==> src/rtl/counter_sched.sv <==
// counter_sched: round-robin scheduler sharing one loadable up-counter
// among N_REQ requesters. The winner's start value is loaded into the
// counter, which then counts up to all-ones, and the owner gets a one-cycle
// done pulse. Dropping the owner's req while loading or counting aborts the
// interval without a done pulse.
//
// Ports:
//   clk        rising-edge clock
//   reset      asynchronous active-high reset
//   req        per-requester request level, held until done or abort
//   req_start  start value of requester i in bits [i*WIDTH +: WIDTH]
//   grant      one-hot owner of the counter, zero when idle
//   done       one-cycle completion pulse to the owner
//   busy       high whenever the FSM is not idle
//   count      current counter value
module counter_sched #(
  parameter int N_REQ = 2,
  parameter int WIDTH = 4
) (
  input  logic                   clk,
  input  logic                   reset,
  input  logic [N_REQ-1:0]       req,
  input  logic [N_REQ*WIDTH-1:0] req_start,
  output logic [N_REQ-1:0]       grant,
  output logic [N_REQ-1:0]       done,
  output logic                   busy,
  output logic [WIDTH-1:0]       count
);

  localparam int PW = (N_REQ > 1) ? $clog2(N_REQ) : 1;

  typedef enum logic [1:0] {IDLE, LOAD, RUN, DONE} state_t;

  state_t          state, state_d;
  logic [PW-1:0]   rr_ptr, owner, owner_nxt, sel_idx;
  logic            sel_found;
  logic [WIDTH-1:0] start_q;
  logic            owner_req;
  logic            cnt_max;

  assign owner_req = req[owner];
  assign cnt_max   = (count == '1);
  // Pointer advances past the owner on both completion and abort.
  assign owner_nxt = (owner == PW'(N_REQ-1)) ? '0 : owner + 1'b1;

  // First set req bit searching upward from rr_ptr, wrapping at N_REQ.
  always_comb begin
    int idx;
    sel_found = 1'b0;
    sel_idx   = '0;
    idx       = 0;
    for (int i = 0; i < N_REQ; i++) begin
      idx = (int'(rr_ptr) + i) % N_REQ;
      if (!sel_found && req[PW'(idx)]) begin
        sel_found = 1'b1;
        sel_idx   = PW'(idx);
      end
    end
  end

  always_ff @(posedge clk or posedge reset) begin
    if (reset) state <= IDLE;
    else       state <= state_d;
  end

  always_comb begin
    state_d = state;
    case (state)
      IDLE: if (sel_found) state_d = LOAD;
      LOAD: state_d = owner_req ? RUN : IDLE;
      RUN: begin
        if (!owner_req)   state_d = IDLE;
        else if (cnt_max) state_d = DONE;
      end
      DONE:    state_d = IDLE;
      default: state_d = IDLE;
    endcase
  end

  always_ff @(posedge clk or posedge reset) begin
    if (reset) begin
      grant   <= '0;
      owner   <= '0;
      rr_ptr  <= '0;
      start_q <= '0;
      count   <= '0;
    end else begin
      case (state)
        IDLE: begin
          if (sel_found) begin
            grant   <= N_REQ'(1) << sel_idx;
            owner   <= sel_idx;
            // Start value is sampled only here; later changes are ignored.
            start_q <= req_start[int'(sel_idx)*WIDTH +: WIDTH];
          end
        end
        LOAD: begin
          if (!owner_req) begin
            grant  <= '0;
            rr_ptr <= owner_nxt;
          end else begin
            count <= start_q;
          end
        end
        RUN: begin
          if (!owner_req) begin
            grant  <= '0;
            rr_ptr <= owner_nxt;
          end else if (!cnt_max) begin
            count <= count + 1'b1;   // saturates: never wraps past all-ones
          end
        end
        DONE: begin
          grant  <= '0;
          rr_ptr <= owner_nxt;
        end
        default: grant <= '0;
      endcase
    end
  end

  // Moore decode: done only in DONE, steered to the registered owner.
  assign done = (state == DONE) ? grant : '0;
  assign busy = (state != IDLE);

endmodule

==> config.mk <==
export PLATFORM = sky130hd
export DESIGN_NAME = counter_sched
export DESIGN_NICKNAME = d
export VERILOG_FILES = /design/src/rtl/counter_sched.sv
export SDC_FILE = /design/constraint.sdc
export NUM_CORES = 1
export LEC_CHECK = 0
export CAP_MARGIN = 20
export CORE_UTILIZATION = 50
export CTS_CLUSTER_DIAMETER = 60
export DETAILED_ROUTE_END_ITERATION = 10
export DONT_BUFFER_PORTS = 1
export GPL_TIMING_DRIVEN = 0
export PLACE_DENSITY = 0.68
export SLEW_MARGIN = 40
export SYNTH_ARGS = -nofsm -noshare
export SYNTH_HDL_FRONTEND = slang
export SYNTH_SLANG_ARGS = --single-unit
==> constraint.sdc <==
create_clock -name clk -period 1.5 [get_ports clk]
set_clock_uncertainty 0.05 [all_clocks]
set_input_delay 0.075 -clock clk [delete_from_list [all_inputs] [get_ports clk]]
set_output_delay 0.075 -clock clk [all_outputs]
set_load 0.01 [all_outputs]
# Word level (Yosys, flattened, before mapping)
# Cells that the tools add are included.
op_classes:
  n_eq_ne: 10
  n_addsub: 3
  n_mux: 26
  shifts: 2
  n_lt_le_gt_ge: 3
  reduce_logical: 12
ops:
  columns: ["op", "n"]
  rows:
  - ["2-to-1 mux 2 bit", 7]
  - ["2-to-1 mux 1 bit", 12]
  - ["2-to-1 mux 4 bit", 3]
  - ["!= test 2 bit, second input constant", 5]
  - ["case mux 2 bit (4 select lines)", 1]
  - ["case mux 4 bit (2 select lines)", 1]
  - ["AND reduction 2 bit", 4]
  - ["indexed part select 8 x 4 -> 4 bit", 1]
  - ["less-than comparator 1 x 3 -> 1 bit, second input constant", 2]
  - ["case mux 2 bit (3 select lines)", 1]
  - ["nonzero test 2 bit", 3]
  - ["adder 4 x 1 -> 4 bit, second input constant", 1]
  - ["== test 2 bit, second input constant", 2]
  - ["== test 4 bit, second input constant", 1]
  - ["AND reduction 4 bit", 1]
  - ["!= test 3 bit, second input constant", 1]
  - ["adder 1 bit, second input constant", 2]
  - ["== test 2 x 1 -> 1 bit, second input constant", 1]
  - ["logical NOT 2 bit", 1]
  - ["less-than comparator 1 x 2 -> 1 bit, second input constant", 1]
  - ["case mux 1 bit (2 select lines)", 1]
  - ["OR reduction 2 bit", 1]
  - ["left shift 1 x 1 -> 2 bit, first input constant", 1]
  - ["logical AND 1 bit", 1]
  - ["logical NOT 1 bit", 1]
totals:
  out_inout_bits: 9
  register_bits: 14
  inputBits: 12
  word_cells: 62

# Depth between registers and ports, before layout
logic_depth:
  ltp_word: 10
  depth_mapped: 7
  depth_no_buf: 6

# Worst setup path after synthesis
# OpenSTA, ideal clock, no wires.
synth_timing:
  kind: "register to register"
  start: "register state[0]"
  end: "register count[0]"
  required_time_ns: 1.321
  arrival_time_ns: 1.328
  slack_ns: -0.007
  stages_incl_launch_ff: 7
  n_path_buf: 0
  path_cell_list: "dfrtp_1 -> inv_1 -> ha_1 -> nor2_1 -> o221ai_1 -> o21ai_0 -> o31ai_1"
synth_via:
  elab_chain_len: 3
synth_lines:
  columns: ["item", "line", "rtl"]
  rows:
  - ["start, declared", "34", "state_t state, state_d;"]
  - ["start signal, assigned", "63", "else state <= state_d;"]
  - ["== test 2 bit or == test 2 x 1 -> 1 bit (tied branches)", "88", "case (state)"]
  - ["!= test 2 bit (no source line) or nonzero test 2 bit (tied branches)", null, null]
  - ["AND reduction 4 bit (no source line)", null, null]
  - ["end signal, assigned", "102", "count <= start_q;"]
  - ["end signal, assigned", "110", "count <= count + 1'b1;"]
  - ["end, declared", "27", "output logic [WIDTH-1:0] count"]
# Parallel ways exist; a longest one is shown, timed or not.
# A chain may end at the register's enable or synchronous reset.

# Final worst setup path
layout_timing:
  start: "register state[0]"
  end: "register count[3]"
# Same word-level chain as after synthesis.

==> summary.md <==
| Metric | Value |
|---|---|
| Post-route cell area | 1080 µm² |
| Clk Latency, worst-skew pair | 0.28 ns |
| Lkg Pwr | 0.455 nW |
| Power Total | 2.40 mW |
| Max Cap Viol | 0 |
| Pwr/cell area | 2230 nW/µm² |
| Average wire per standard cell | 16.3 µm |
| EDFF count, synth | 0 |
| Num CTS Buffers | 3 |
| DR vias/cell | 5.98 |
| Nets@finish | 123 |
| CTS Sinks | 14 |
| Seq/Total Area, Yosys | 41.7% |
| Synth warn | 0 |
| Final hold violation count | 0 |
| Antenna violations before repair | 0 |
| Die area | 1850 µm² |
| Net count after synthesis | 108 |
| Drc violations | 0 |
| Hold WC Path Type | primary input to flop |
| Worst Path Arrival | 1.63 ns |
| Post-route setup slack | -0.0199 ns |
| Antenna cells | 0 |
| Core area | 1540 µm² |
| Final instance count without filler cells | 120 |
| Synth unique cells | 28 |
| CP max FO | 10 |
| Fin crit share | 101% |
| Cell accounting for the most synthesized area | dfrtp_1 |
| Chip height | 43.0 µm |
| First-pass iteration count of the detailed router | 4 |
| FMAX | 0.658 GHz |
| Share of cells above drive strength 1 | 27.9% |
| Area Overhead vs Synth | 28.3% |
| Status | finished with violations |
| Seq cells post-synth | 14 |
| Placed cell count | 106 |
| Slew Limit Fails | 0 |
| Failing checks | negative setup slack |
| Peak VDD IR | 0.00126 V |
| Async SR Flop Fraction | 100% |
| Largest net degree at the start of global routing | 15 |
| Hold_ws | 0.00698 ns |
| Netlist Area Pre-Place | 841 µm² |
| Row count | 14 |
| Worst-margin pin slew | 0.529 ns |
| TritonCTS clock tree | done |
| Most frequent cells after synthesis | dfrtp_1, o21ai_0, nand2_1 |
| Critical path type | flop to flop |
| DRT antenna net count | 0 |
| IO Pins | 21 |
| CTS Root Cell | clkbuf_4 |
| Max-slew headroom | 64.7% |
| Routed vias | 718 |
| Port bufs | 0 |
| Fill cells | 121 |
| Post-synth top area share | 41.7% |
| Fin crit period | 1.52 ns |
| Dominant cell by count in the synthesized netlist | dfrtp_1 |
| Die Width | 43.0 µm |
| Unrepaired setup endpoints after global routing | yes |
| Gpl congestion | 0.748 |
| Initial DRC count | 16 |
| Dpl hpwl | 1200 µm |
| Synth top area cells | dfrtp_1, ha_1, o21ai_0 |
| CP required | 1.61 ns |
| Post-Syn Area per Cell | 9.34 µm² |
| Setup Viol. Count Final | 1 |
| H-Tree Depth | 1 |
| Total Wirelength | 1960 µm |
| Post-synthesis cell count | 90 |
| Startpoint Class | flop |
| Ys flop type | dfrtp_1 |
| GRT overflow | 0 |
| First-pass GRT wire length | 2970 µm |
| CTS max path bufs | 2 |
| All-Layer GR Usage | 21.4% |
| Worst-path clk slew | 0.08 ns |
| Vias in the first global route | 659 |
| Starting density of the core | 54.5% |
| Crit. End Element | flop |
| Post-DP Area | 863 µm² |
==> timing repair <==
action / 4_1_cts / 5_1_grt
pin swaps: 1 / 4
hold buffers: 8 / 0
setup buffers: 2 / 1
hold endpoints to repair: 19 / 0
endpoints found under the setup margin: 7 / 8
gates resized for setup: 6 / 16
==> worst max-delay path: stages, from the launching register on <==
cell     delay, ns
dfrtp_1       0.41
inv_2         0.13
ha_4          0.17
buf_6         0.14
nand3_1       0.12
o32ai_2       0.27
a21oi_1       0.10
==> area by class of cell <==
cell class	instances	area, µm²	area share, %
Timing Repair Buffer	11	103	9.51
Inverter	6	22.5	2.09
Multi-Input combinational cell	67	528	49.0
Buffer	2	15.0	1.39
Clock buffer	4	36.3	3.36
Sequential cell	14	354	32.8
Tap cell	16	20.0	1.86
==> per-stage QoR <==
stage | utilization, % | setup WS (ns) | setup TNS, ns
floorplan | - | 0.0209 | 0
global placement | 56.0 | -0.104 | -0.226
detailed placement | 56.0 | -0.142 | -0.326
CTS | 65.9 | 0.00158 | 0
global route | 70.0 | -0.0747 | -0.224
finish | 70.0 | -0.0199 | -0.0199
==> worst paths after layout <==
check                      cells past startpoint  slack, ns    endpoint    startpoint
max in group asynchronous                      2       0.80    count[0]         reset
min reg2reg                                    2       0.46  start_q[1]    start_q[1]
min in group asynchronous                      2       0.22    grant[1]         reset
max reg2reg                                    6      -0.02    count[3]      state[0]
max                                            6      -0.02    count[3]      state[0]
min                                            2      0.007  start_q[2]  req_start[2]
==> placed cells by master (no fill, tap or decap), drive strengths merged, types with 2 or more instances in the layout <==
| cell type | count |
|---|---|
| a21oi | 6 |
| and2 | 3 |
| buf | 4 |
| clkbuf | 5 |
| dfrtp | 14 |
| dlygate4sd3 | 8 |
| ha | 6 |
| inv | 6 |
| mux2 | 2 |
| mux2i | 4 |
| nand2 | 9 |
| nand3 | 3 |
| nor2 | 6 |
| nor2b | 2 |
| o21ai | 10 |
| o22ai | 4 |
| o31ai | 3 |
==> flip-flops by register name, indices dropped and copies added, names as in the netlist <==
| register | cells |
|---|---|
| count | 4 |
| owner | 1 |
| start_q | 4 |
| rr_ptr | 1 |
| state | 2 |
| grant | 2 |
==> power by group <==
group / leakage, nW / total, mW / internal, mW / switching (mW)
combinational: 0.265 / 1.32 / 0.608 / 0.709
sequential: 0.169 / 0.819 / 0.577 / 0.242
clock: 0.0210 / 0.268 / 0.148 / 0.120
==> kinds of logic after synthesis <==
logic type	Yosys count	share of synthesized area [%]
DFF	14	41.7
adders and majority gates	6	8.93
AOI/OAI and AO/OA	28	21.1
and+or+nand+nor	27	16.1
buffers and inverters	9	4.31
muxes	6	7.89
==> layer usage <==
metal | part of all wire, % | GRT usage [%] | vias to the layer above
li1 | - | - | 351
met1 | 43 | 26.7 | 349
met2 | 53 | 37.0 | 16
met3 | 3.1 | 6.38 | 2
met4 | 0.87 | 3.64 | 0
met5 | 0 | 0 | -
Note: power is estimated with default switching activity, not from simulation.
